**src/rtl/jls_pkg.sv**
```systemverilog
// Shared definitions for the JPEG-LS frame sequencer.
//   state_t          : frame sequencer states
//   DEF_MAXLEN_LEVEL : default log2 bound on frame width
//   DEF_MIN_WIDTH    : default minimum legal frame width
//   BYTE_CNT_W       : width of the emitted-byte counter
package jls_pkg;

  typedef enum logic [2:0] {
    IDLE,
    SETUP,
    STREAM,
    DRAIN,
    DONE
  } state_t;

  localparam int unsigned DEF_MAXLEN_LEVEL = 12;
  localparam int unsigned DEF_MIN_WIDTH    = 4;
  localparam int unsigned BYTE_CNT_W       = 32;

endpackage

```
**src/rtl/jls_idle_timer.sv**
```systemverilog
// Inactivity timer used to decide when the encoder output has drained.
//   clk, rst  : clock, asynchronous active-high reset
//   en        : timer runs only while high; cleared otherwise
//   activity  : any activity restarts the count
//   expired   : high in the cycle that completes IDLE_CYCLES consecutive
//               enabled cycles without activity
module jls_idle_timer #(
  parameter int unsigned IDLE_CYCLES = 64
) (
  input  logic clk,
  input  logic rst,
  input  logic en,
  input  logic activity,
  output logic expired
);

  localparam int unsigned CW = $clog2(IDLE_CYCLES + 1);
  localparam logic [CW-1:0] LAST = CW'(IDLE_CYCLES - 1);

  logic [CW-1:0] cnt_q;

  always_ff @(posedge clk or posedge rst) begin
    if (rst) begin
      cnt_q <= '0;
    end else if (!en || activity) begin
      cnt_q <= '0;
    end else if (cnt_q != LAST) begin
      cnt_q <= cnt_q + CW'(1);
    end
  end

  // cnt_q holds the idle cycles already seen; the current idle cycle is the last one.
  assign expired = en && !activity && (cnt_q == LAST);

endmodule

```
**src/rtl/jls_frame_ctrl.sv**
```systemverilog
// Frame-level sequencer in front of jls_encoder. Accepts one frame
// descriptor, holds the encoder in reset for a setup window, streams
// width*height pixels, then waits for the encoder output to go quiet and
// reports completion with the emitted byte count.
//   cfg_valid/cfg_ready/cfg_width/cfg_height : frame descriptor handshake
//   cfg_err                                  : pulse, descriptor rejected
//   s_valid/s_ready/s_data                   : upstream pixel stream
//   enc_rst/enc_width/enc_height             : encoder frame control
//   enc_ivalid/enc_idata                     : encoder pixel input
//   enc_ovalid                               : encoder output byte strobe
//   done/done_bytes                          : frame complete, byte count
//   busy                                     : frame in progress
module jls_frame_ctrl
  import jls_pkg::*;
#(
  parameter int unsigned MAXLEN_LEVEL = DEF_MAXLEN_LEVEL,
  parameter int unsigned MIN_WIDTH    = DEF_MIN_WIDTH,
  parameter int unsigned SETUP_CYCLES = 16,
  parameter int unsigned DRAIN_IDLE   = 64
) (
  input  logic                    clk,
  input  logic                    rst,
  input  logic                    cfg_valid,
  output logic                    cfg_ready,
  input  logic [MAXLEN_LEVEL-1:0] cfg_width,
  input  logic [15:0]             cfg_height,
  output logic                    cfg_err,
  input  logic                    s_valid,
  output logic                    s_ready,
  input  logic [7:0]              s_data,
  output logic                    enc_rst,
  output logic [MAXLEN_LEVEL-1:0] enc_width,
  output logic [15:0]             enc_height,
  output logic                    enc_ivalid,
  output logic [7:0]              enc_idata,
  input  logic                    enc_ovalid,
  output logic                    done,
  output logic [31:0]             done_bytes,
  output logic                    busy
);

  localparam int unsigned PIX_W = MAXLEN_LEVEL + 16;
  localparam int unsigned SET_W = $clog2(SETUP_CYCLES + 1);
  localparam logic [SET_W-1:0] SET_LAST = SET_W'(SETUP_CYCLES - 1);

  state_t                state_q, state_d;
  logic [SET_W-1:0]      setup_cnt_q;
  logic [PIX_W-1:0]      total_q;
  logic [PIX_W-1:0]      pixel_cnt_q;
  logic [BYTE_CNT_W-1:0] byte_cnt_q;
  logic                  accept, cfg_ok, xfer, last_pix, in_drain, drain_expired;

  assign accept   = cfg_valid && (state_q == IDLE);
  assign cfg_ok   = (cfg_width >= MAXLEN_LEVEL'(MIN_WIDTH)) && (cfg_height != '0);
  assign xfer     = s_valid && (state_q == STREAM);
  assign last_pix = xfer && (pixel_cnt_q == total_q - PIX_W'(1));
  assign in_drain = (state_q == DRAIN);

  jls_idle_timer #(.IDLE_CYCLES(DRAIN_IDLE)) u_idle (
    .clk     (clk),
    .rst     (rst),
    .en      (in_drain),
    .activity(enc_ovalid),
    .expired (drain_expired)
  );

  always_ff @(posedge clk or posedge rst) begin
    if (rst) state_q <= IDLE;
    else     state_q <= state_d;
  end

  always_comb begin
    state_d   = state_q;
    cfg_ready = 1'b0;
    s_ready   = 1'b0;
    busy      = 1'b1;
    done      = 1'b0;
    unique case (state_q)
      IDLE: begin
        cfg_ready = 1'b1;
        busy      = 1'b0;
        if (accept && cfg_ok) state_d = SETUP;
      end
      SETUP:   if (setup_cnt_q == SET_LAST) state_d = STREAM;
      STREAM: begin
        // s_ready follows the state, so it is gone the cycle after the last accept.
        s_ready = 1'b1;
        if (last_pix) state_d = DRAIN;
      end
      DRAIN:   if (drain_expired) state_d = DONE;
      DONE: begin
        done    = 1'b1;
        state_d = IDLE;
      end
      default: state_d = IDLE;
    endcase
  end

  // Setup window counter and frame geometry.
  always_ff @(posedge clk or posedge rst) begin
    if (rst) begin
      setup_cnt_q <= '0;
      enc_width   <= '0;
      enc_height  <= '0;
      total_q     <= '0;
      pixel_cnt_q <= '0;
    end else begin
      if (state_q == SETUP) setup_cnt_q <= setup_cnt_q + SET_W'(1);
      else                  setup_cnt_q <= '0;
      if (accept && cfg_ok) begin
        enc_width   <= cfg_width;
        enc_height  <= cfg_height;
        pixel_cnt_q <= '0;
      end else if (xfer) begin
        pixel_cnt_q <= pixel_cnt_q + PIX_W'(1);
      end
      if (state_q == SETUP) total_q <= PIX_W'(enc_width) * PIX_W'(enc_height);
    end
  end

  // Pixel path. enc_rst drops with the first presented pixel and stays low
  // through stalls; it rises again the cycle after the last pixel.
  always_ff @(posedge clk or posedge rst) begin
    if (rst) begin
      enc_rst    <= 1'b1;
      enc_ivalid <= 1'b0;
      enc_idata  <= '0;
    end else begin
      enc_ivalid <= xfer;
      if (xfer) enc_idata <= s_data;
      if (state_q == STREAM) begin
        if (xfer) enc_rst <= 1'b0;
      end else begin
        enc_rst <= 1'b1;
      end
    end
  end

  // Byte accounting and status.
  always_ff @(posedge clk or posedge rst) begin
    if (rst) begin
      byte_cnt_q <= '0;
      done_bytes <= '0;
      cfg_err    <= 1'b0;
    end else begin
      cfg_err <= accept && !cfg_ok;
      if (accept && cfg_ok) begin
        byte_cnt_q <= '0;
      end else if ((state_q != IDLE) && enc_ovalid && (byte_cnt_q != '1)) begin
        byte_cnt_q <= byte_cnt_q + BYTE_CNT_W'(1);
      end
      // The expiring cycle carries no byte, so byte_cnt_q is already final.
      if (in_drain && drain_expired) done_bytes <= byte_cnt_q;
    end
  end

endmodule

```
**config.mk**
```make
export PLATFORM = sky130hd
export DESIGN_NAME = jls_frame_ctrl
export DESIGN_NICKNAME = d
export VERILOG_FILES = /design/src/rtl/jls_pkg.sv /design/src/rtl/jls_idle_timer.sv /design/src/rtl/jls_frame_ctrl.sv
export SDC_FILE = /design/constraint.sdc
export NUM_CORES = 1
export LEC_CHECK = 0
export CAP_MARGIN = 0
export CORE_UTILIZATION = 54
export DETAILED_ROUTE_END_ITERATION = 8
export GPL_TIMING_DRIVEN = 0
export MAX_ROUTING_LAYER = met4
export PLACE_DENSITY = 0.78
export REMOVE_ABC_BUFFERS = 1
export SYNTH_ARGS = -nofsm -noshare
export SYNTH_HDL_FRONTEND = slang
export SYNTH_SLANG_ARGS = --single-unit
```
**constraint.sdc**
```tcl
create_clock -name clk -period 6.5 [get_ports clk]
set_clock_uncertainty 0.2 [all_clocks]
set_input_delay 1.3 -clock clk [delete_from_list [all_inputs] [get_ports clk]]
set_output_delay 1.3 -clock clk [all_outputs]
set_load 0.01 [all_outputs]
```
==> results.md, run 1 <==
Status:
- The run finished, with violations left.
- The checks that failed: design-rule violations.

Flow run:
- Across the run, the number of max-cap violations was 0.

Floorplan:
- The die covers around 27000 um2.
- The starting density of the core is 0.552.
- The region available for standard cell placement spans 26200 um2.
- The die width is around 170 um.
- The die is 166 um tall.
- The floorplan row count is just under 60.
- The I/O pin count is around 120.

Setup path:
- In this design, the critical path's most frequently occurring cell is sky130_fd_sc_hd__fa_1.
- The setup slack of the worst register-to-register path is 0.30 ns.
- The highest fanout seen on the critical path is 18.
- In this design, the stage delay of the slowest critical-path cell is roughly 0.64 ns.
- The worst register-to-register path begins at enc_width[8].
- The sort of element at the start of the critical path is a flop.
- For the worst setup path, the data required time is approximately 6.6 ns.
- Among all stages on the critical path, the largest delay is contributed by sky130_fd_sc_hd__dfrtp_1.
- The critical path arrival is ~6.3 ns.
- STA classifies the critical path endpoint as a flop.
- The category of the most critical setup path is flop to flop.
- Walking the worst path, the cells encountered are and2_1, fa_1, inv_1, fa_1, inv_1, fa_1, fa_1, inv_1, fa_1, inv_1, ha_1, a211o_1, o21bai_1, a21oi_1, o21ai_0, o21ai_0, a41oi_1, o21a_1, o31ai_1.
- The path depth of the worst reg2reg path is 19.
- The worst register-to-register path ends at total_q[27].

Synthesis:
- Counting flops with a built-in enable in the synthesized netlist gives 0.
- The share of the synthesized area in the top cell type is 0.299.
- The fraction of synthesized cell area in xor and xnor cells is 0.0599.
- The adder-cell share of the synthesized area is 0.256.
- The count of different cell masters after synthesis is 70.
- The mux contribution to synthesized area is 0.0573.
- The largest area contributor in the synthesized netlist is sky130_fd_sc_hd__dfrtp_1.
- Of the synthesized area, sequential elements account for 0.301.
- After synthesis, the mean cell area works out to 9.51 um2.
- The gate count after technology mapping is 1522.
- The most common flop cell mapped by yosys is sky130_fd_sc_hd__dfrtp_1.
- During synthesis, Yosys emitted a total of 0 warnings.
- Of the total synthesized cell area, the portion taken by AND, OR, NAND and NOR gates is 0.185.
- The fraction of registers with async set/reset is 1.00.
- In the post-synthesis netlist, the biggest area contributors are sky130_fd_sc_hd__dfrtp_1 30%, sky130_fd_sc_hd__fa_1 19%, sky130_fd_sc_hd__ha_1 6.2%.
- By area, the combinational part of the netlist is dominated by adder cells.
- Counting flops and latches in the post-synthesis netlist gives around 170.
- The compound-gate portion of the synthesized area came to 0.0697.
- The netlist area before placement is between 10000 and 15000 um2.

STA:
- The post-route fraction of the period consumed by the critical path is 0.953.
- The final hold violation count came to 0.
- In the post-route analysis, the smallest setup slack over all paths is about 0.3 ns.
- The slew at the pin with the worst max-slew slack is 1.05 ns.
- The worst max-slew margin expressed relative to the limit is 0.293.
- The final count of pins violating max slew came to 0.
- Setup violations remaining at the end of the flow were counted as 0.
- The highest achievable clock rate is between 150 and 200 MHz.
- The clock period could shrink to 6.20 ns.
- Setup repair after global routing left no endpoint under its margin.

Detailed routing:
- For this run, the detailed router's first-pass iteration total came to 8.
- The detailed router finished its first iteration with 811 violations.
- The overall routed net length is 31500 um.
- After detailed routing, the average wire length per cell comes to roughly 16 um.
- The detail route stage leaves a number of antenna-violating nets equal to 0.
- For this run, design rule violations remaining after detail routing come to 6.
- Summing over every cut layer, the via total after detailed routing is about 11000.
- Using the TritonRoute via totals, the vias-per-cell ratio works out to 5.64.

Global route:
- The first-pass GRT wire length is about 55000 um.
- The largest net degree at the start of global routing is 135.
- The via count of the first global-routing pass came to 11203.
- Global routing finished with a remaining overflow of 0.
- The number of antenna violations at the first check in global routing came to 0.
- The combined global-route utilization of all metal layers is 0.251.

Hold path:
- In this run the worst hold path is classified as flop to flop.
- The worst hold path begins at setup_cnt_q[0].
- The capture endpoint of the worst hold path is setup_cnt_q[0].
- The number of instances on the worst hold path is 1.

Clock network:
- The number of buffers created by CTS is 17.
- Counting along the longest clock path gives a buffer depth of 2.
- The clock-pin slew on the worst setup and hold paths is about 0.070 ns.
- The tree built by TritonCTS fans out to around 170 sinks.
- TritonCTS built the clock tree.
- The count of H-tree levels built during CTS is 4.
- Clock latency on the worst-skew pair, taken at its later pin, is 0.43 ns.
- The clock tree root buffer cell is sky130_fd_sc_hd__clkbuf_16.
- The count of hold buffers inserted by post-cts repair is 0.

Final layout:
- In the final layout, the share of cells above drive strength 1 is 0.0754.
- In the layout the commonest cells are 200 x sky130_fd_sc_hd__nand2_1, 199 x sky130_fd_sc_hd__inv_1, 168 x sky130_fd_sc_hd__dfrtp_1.
- After the last flow step, the layout net total stands at about 1800.
- Leaving out fill and tap cells, the most frequent cell in the layout is sky130_fd_sc_hd__nand2_1.
- The repair_antennas step left the layout with diodes totalling 0.
- The core occupancy in the finished layout is 0.628.
- Compared with the post-synthesis result, the final layout area differs by 13.6%.
- With fillers left out, the area of the finished cells amounts to around 16000 um2.

Power and ir drop:
- The total power density per cell area is around 150 nW/um2.
- The design draws approximately 2400 uW.
- Summed over all cells, the static leakage comes to between 0.007 and 0.008 uW.
- Across the VDD grid, the largest voltage drop is around 0.16 mV.

Placed design:
- The placer congestion estimate is just under 0.9.
- During placement, the flow inserted port buffers numbering ~120.
- Before CTS, the worst setup slack after placement is about 0.28 ns.
- The placed instances occupy a cell area of ~16000 um2.
- The detailed placement HPWL is 23000 um.
## synth_stat cells (all sizes together), types with 3 or more instances
master and n:
o21a 7, nand2b 4, and3 13, and4 7, and2 78, dfrtp 173
inv 200, ha 72, o2111ai 4, or2 3, nor4 20, nor3b 4
nand4 19, a211oi 13, xnor2 49, nor2 99, o21bai 3, or4b 3
mux2 71, a21oi 26, a31oi 8, a21o 6, a221oi 4, buf 11
xor2 50, fa 140, clkbuf 56, nor3 26, nand3 32, or3 20
o31ai 9, mux2i 3, o21ai 52, nand2 201
## worst max path at each step
stage | start | end | slack (ns) | cells after the start
4_1_cts | enc_width[11] | total_q[27] | 0.25 | 19
3_3_place_gp | rst | enc_height[2] | -1.94 | 2
2_1_floorplan | rst | byte_cnt_q[0] | 0.28 | 1
5_1_grt | enc_width[7] | total_q[27] | 0.01 | 16
6_report | enc_width[8] | total_q[27] | 0.30 | 19
3_5_place_dp | enc_width[11] | total_q[27] | 0.28 | 19
## flip-flops by register name (all words and copies together), names as in the netlist, 3 cells and up
signal	count
byte_cnt_q	32
done_bytes	32
enc_height	16
enc_idata	8
enc_width	12
pixel_cnt_q	28
setup_cnt_q	5
state_q	3
total_q	28
u_idle.cnt_q	7
## stage by stage
| step | hold WS, ns | setup TNS (ns) | instances |
|---|---|---|---|
| after floorplan | 0.233 | 0 | 1455 |
| after global placement | 0.249 | -333.25 | 1905 |
| after detailed placement | 0.259 | 0 | 1908 |
| after CTS | 0.268 | 0 | 1939 |
| after global routing | 0.303 | 0 | 1939 |
| final | 0.266 | 0 | 1939 |
## repair_timing
action                                  4_1_cts  5_1_grt
setup buffers                                 0        0
resized for setup                             0        5
endpoints found under the setup margin        0        1
endpoints found under the hold margin         0        0
## area by class of cell
type                            instances  area, um2
Tap cell                              335        419
Clock buffer                           18        439
Sequential cell                       174       4360
Inverter                              200        758
Timing Repair Buffer                  118       1230
Clock inverter                         13        124
Multi-Input combinational cell       1081       9110
Fill cell                            2112       9760
## critical path, delay by kind of cell (launching register included)
kind | cells | cell delay, ns
compound gates | 8 | 1.78
simple gates | 1 | 0.31
fa+ha+maj | 6 | 2.95
flops | 1 | 0.64
buf+inv | 4 | 0.20
## power breakdown
group	switching [uW]	internal [uW]	total, uW
Combinational	115	109	224
Clock	486	515	1000
Sequential	69.2	1130	1200
## routing by layer
| layer | wire, um | share of wire | vias up | global-route usage |
|---|---|---|---|---|
| met3 | 1530 | 0.049 | 28 | 0.0291 |
| li1 | - | - | 5111 | - |
| met2 | 15600 | 0.50 | 287 | 0.412 |
| met4 | 422 | 0.013 | 0 | 0.0630 |
| met1 | 14000 | 0.44 | 5508 | 0.333 |
| met5 | 0 | 0 | - | - |
## kinds of logic after synthesis
family / after synthesis
mux: 74
xor+xnor: 99
buf+inv: 267
compound gates: 156
flops: 174
fa+ha+maj: 212
simple gates: 540
Note: power is estimated with default switching activity, not from simulation.
==> run 2: changes to the inputs <==
- SKIP_LAST_GASP: default -> 1
- clock period: 6.5 -> 5.7 ns (I/O delays scaled with it)
==> run 2 against run 1 <==
  * The flow still finishes with violations (design-rule violations)
  * Die area did not move
  * Combinational power rose by 14%
  * Final cell count rose by 3.5%
  * Count of clock-buffer cells in the layout did not move
  * Worst hold slack barely moved
  * Critical path type unchanged
==> results.md, run 2 (synthesized netlist as in run 1, its figures left out) <==
STA:
- The final hold violation count is 0 (unchanged).
- The final count of pins violating max slew is 0 (unchanged).
- The number of setup violations in the final report is 0 (unchanged).
- The final sum of negative setup slack is 0 ns (unchanged).
- The post-route fraction of the period consumed by the critical path was 0.997 (was 0.953).
- The worst max-slew margin expressed relative to the limit is 0.286 (was 0.293).
- The setup slack of the critical path after layout was 0.0182 ns (was 0.303 ns).
- The slew at the pin with the worst max-slew slack is 1.06 ns (was 1.05 ns).
- The shortest period the worst path allows is 5.68 ns (was 6.20 ns).
- The highest achievable clock rate came to 176 MHz (was 161 MHz).

Clock network:
- The number of buffers created by CTS is 17 (unchanged).
- The clock-pin slew on the worst setup and hold paths came to 0.08 ns (was 0.07 ns).
- The clock sink count is 174 (unchanged).
- The clock tree root buffer cell is sky130_fd_sc_hd__clkbuf_16 (unchanged).
- The buffer levels on the longest clock path is 2 (unchanged).
- The TritonCTS clock tree is yes (unchanged).
- The clock latency of the later-clocked register in the worst-skew pair is 0.44 ns (was 0.43 ns).
- The count of H-tree levels built during CTS came to 4 (unchanged).
- The count of hold buffers inserted by post-cts repair is 0 (unchanged).

Placed design:
- The placer congestion estimate is 0.877 (unchanged).
- The placement-stage worst setup slack is -0.517 ns (was 0.283 ns).
- The detailed placement HPWL is 23000 um (unchanged).
- The total of buffers placed on input and output ports is 115 (unchanged).

Detailed routing:
- The detail-routed via count per cell is 5.71 (was 5.64).
- The remaining antenna violation count came to 0 (unchanged).
- The routed length per instance is 17.1 um (was 16.3 um).
- The number of DRC markers in iteration 0 is 861 (was 811).
- The overall routed net length was 34200 um (was 31500 um).
- The detailed-routing iteration count for the pre-antenna-repair pass came to 7 (was 8).
- The number of vias in the routed layout is 11454 (was 10934).
- The remaining design rule violation count is 6 (unchanged).

Setup path:
- The kind of cell adding the most delay to the critical path is adder cells (unchanged).
- The sort of element at the start of the critical path is a flop (unchanged).
- The maximum cell stage delay along the critical path is 0.63 ns (was 0.64 ns).
- The highest fanout seen on the critical path is 8 (was 18).
- The cell repeated most along the worst path is sky130_fd_sc_hd__fa_1 (unchanged).
- The setup slack of the worst register-to-register path is 0.02 ns (was 0.30 ns).
- The category of the most critical setup path was flop to flop (unchanged).
- The buffering stage count on the worst path with inverters included is 2 (was 4).
- The critical-path cell with the highest stage delay was sky130_fd_sc_hd__fa_1 (was sky130_fd_sc_hd__dfrtp_1).
- The critical path arrival is 5.85 ns (was 6.33 ns).
- Critical Path, Cell by Cell: and2_1, fa_1, fa_1, fa_1, fa_1, inv_1, fa_1, inv_2, ha_4, nand2_1, or3_4, o211a_1, o21ai_2, a211oi_2, or3_1, a31oi_1 (was and2_1, fa_1, inv_1, fa_1, inv_1, fa_1, fa_1, inv_1, fa_1, inv_1, ha_1, a211o_1, o21bai_1, a21oi_1, o21ai_0, o21ai_0, a41oi_1, o21a_1, o31ai_1).
- The category of the worst setup path capture point is a flop (unchanged).
- The required time of the critical path is 5.87 ns (was 6.63 ns).

Floorplan:
- The die width came to 166 um (unchanged).
- The floorplan die area is 27500 um2 (unchanged).
- The placeable core region was 26200 um2 (unchanged).
- The starting density of the core is 0.552 (unchanged).
- The floorplan row count is 59 (unchanged).
- The overall die height is 166 um (unchanged).
- The I/O pin count is 116 (unchanged).

Flow run:
- The max-cap violation count is 0 (unchanged).

Final layout:
- The commonest non-fill, non-tap cell in the layout is sky130_fd_sc_hd__nand2_1 (unchanged).
- The combined flip-flop and latch cell area is 4410 um2 (was 4360 um2).
- The total of fill cells in the finished design is 1975 (was 2112).
- The number of diodes came to 0 (unchanged).
- The synthesis-to-finish area growth was 19.7% (was 13.6%).
- Biggest regs: byte_cnt_q x32, done_bytes x32 (unchanged).
- The total area of multi-input combinational cells is 9360 um2 (was 9110 um2).
- The net count reported at finish is 1912 (was 1845).
- The fraction of final layout cells with drive strength greater than 1 is 0.155 (was 0.0754).
- Highest-count cells in the layout ignoring fill and taps: 198 x sky130_fd_sc_hd__nand2_1, 193 x sky130_fd_sc_hd__inv_1, 148 x sky130_fd_sc_hd__dfrtp_1 (was 200 x sky130_fd_sc_hd__nand2_1, 199 x sky130_fd_sc_hd__inv_1, 168 x sky130_fd_sc_hd__dfrtp_1).

Global route:
- The first-pass GRT wire length was 56100 um (was 55000 um).
- The number of antenna violations at the first check in global routing is 0 (unchanged).
- The largest net degree at the start of global routing is 135 (unchanged).
- The combined global-route utilization of all metal layers is 0.257 (was 0.251).
- The via count of the first global-routing pass is 11401 (was 11203).
- The sum of overflow across all layers after global routing is 0 (unchanged).

Power and ir drop:
- The total power density per cell area is 160 nW/um2 (was 147 nW/um2).
- The worst vdd rail ir drop is 0.179 mV (was 0.158 mV).
- The static power due to leakage came to 0.00823 uW (was 0.00793 uW).

Status:
- Violated checks: design-rule violations (unchanged).
- Status: complete, but fails checks (unchanged).

Hold path:
- The type of the tightest min-delay check was flop to flop (unchanged).
==> run 2: cell count changes in the layout (fill, tap and decap cells not counted), moves of 10 or more <==
cell | before | now
sky130_fd_sc_hd__buf_4 | 0 | 52
sky130_fd_sc_hd__buf_6 | 0 | 12
sky130_fd_sc_hd__dfrtp_1 | 168 | 148
sky130_fd_sc_hd__dfrtp_2 | 5 | 15
sky130_fd_sc_hd__dfrtp_4 | 0 | 10
sky130_fd_sc_hd__ha_1 | 72 | 62
==> run 2: layer usage <==
metal / global-route usage / share of wire
met4: 0.0658 / 0.022
met2: 0.424 / 0.50
met5: - / 0
met3: 0.0317 / 0.051
met1: 0.338 / 0.43
==> run 2: power breakdown <==
group          switching (uW)  total [uW]  leakage (uW)  internal, uW
clock                     557        1140      0.000270           587
combinational             131         255       0.00563           124
sequential               79.1        1370       0.00233          1290
total                     767        2770       0.00823          2000
==> run 2: final timing paths <==
path / start / endpoint / cells past startpoint
setup / recovery: enc_width[8] / total_q[26] / 16
hold / removal: setup_cnt_q[0] / setup_cnt_q[0] / 1
setup reg to reg: enc_width[8] / total_q[26] / 16
hold reg to reg: setup_cnt_q[0] / setup_cnt_q[0] / 1
max in group asynchronous: rst / enc_height[6] / 3
min in group asynchronous: rst / done_bytes[7] / 2
==> run 2: what timing repair did <==
| action | CTS | global route |
|---|---|---|
| buffers inserted | 22 | 45 |
| pin swaps | 3 | 56 |
| resized for setup | 44 | 67 |
| endpoints found under the setup margin | 14 | 11 |
==> run 2: cell type report <==
type | count | share of cell area
inverter | 200 | 0.0438
sequential | 174 | 0.255
timing repair buffer | 185 | 0.105
tap | 335 | 0.0242
clock inverter | 13 | 0.00715
clock buffer | 18 | 0.0254
multi-input combinational | 1081 | 0.540
==> run 2: per-stage QoR <==
stage	hold WS [ns]	utilization	instance area, um2	std cells	total power [uW]
3_3_place_gp	0.249	0.602	15800	1905	1630
2_1_floorplan	0.233	-	14200	1455	1540
6_report	0.267	0.661	17300	2006	2770
4_1_cts	0.268	0.640	16800	1961	2790
3_5_place_dp	0.259	0.606	15900	1908	1640
5_1_grt	0.303	0.661	17300	2006	2880
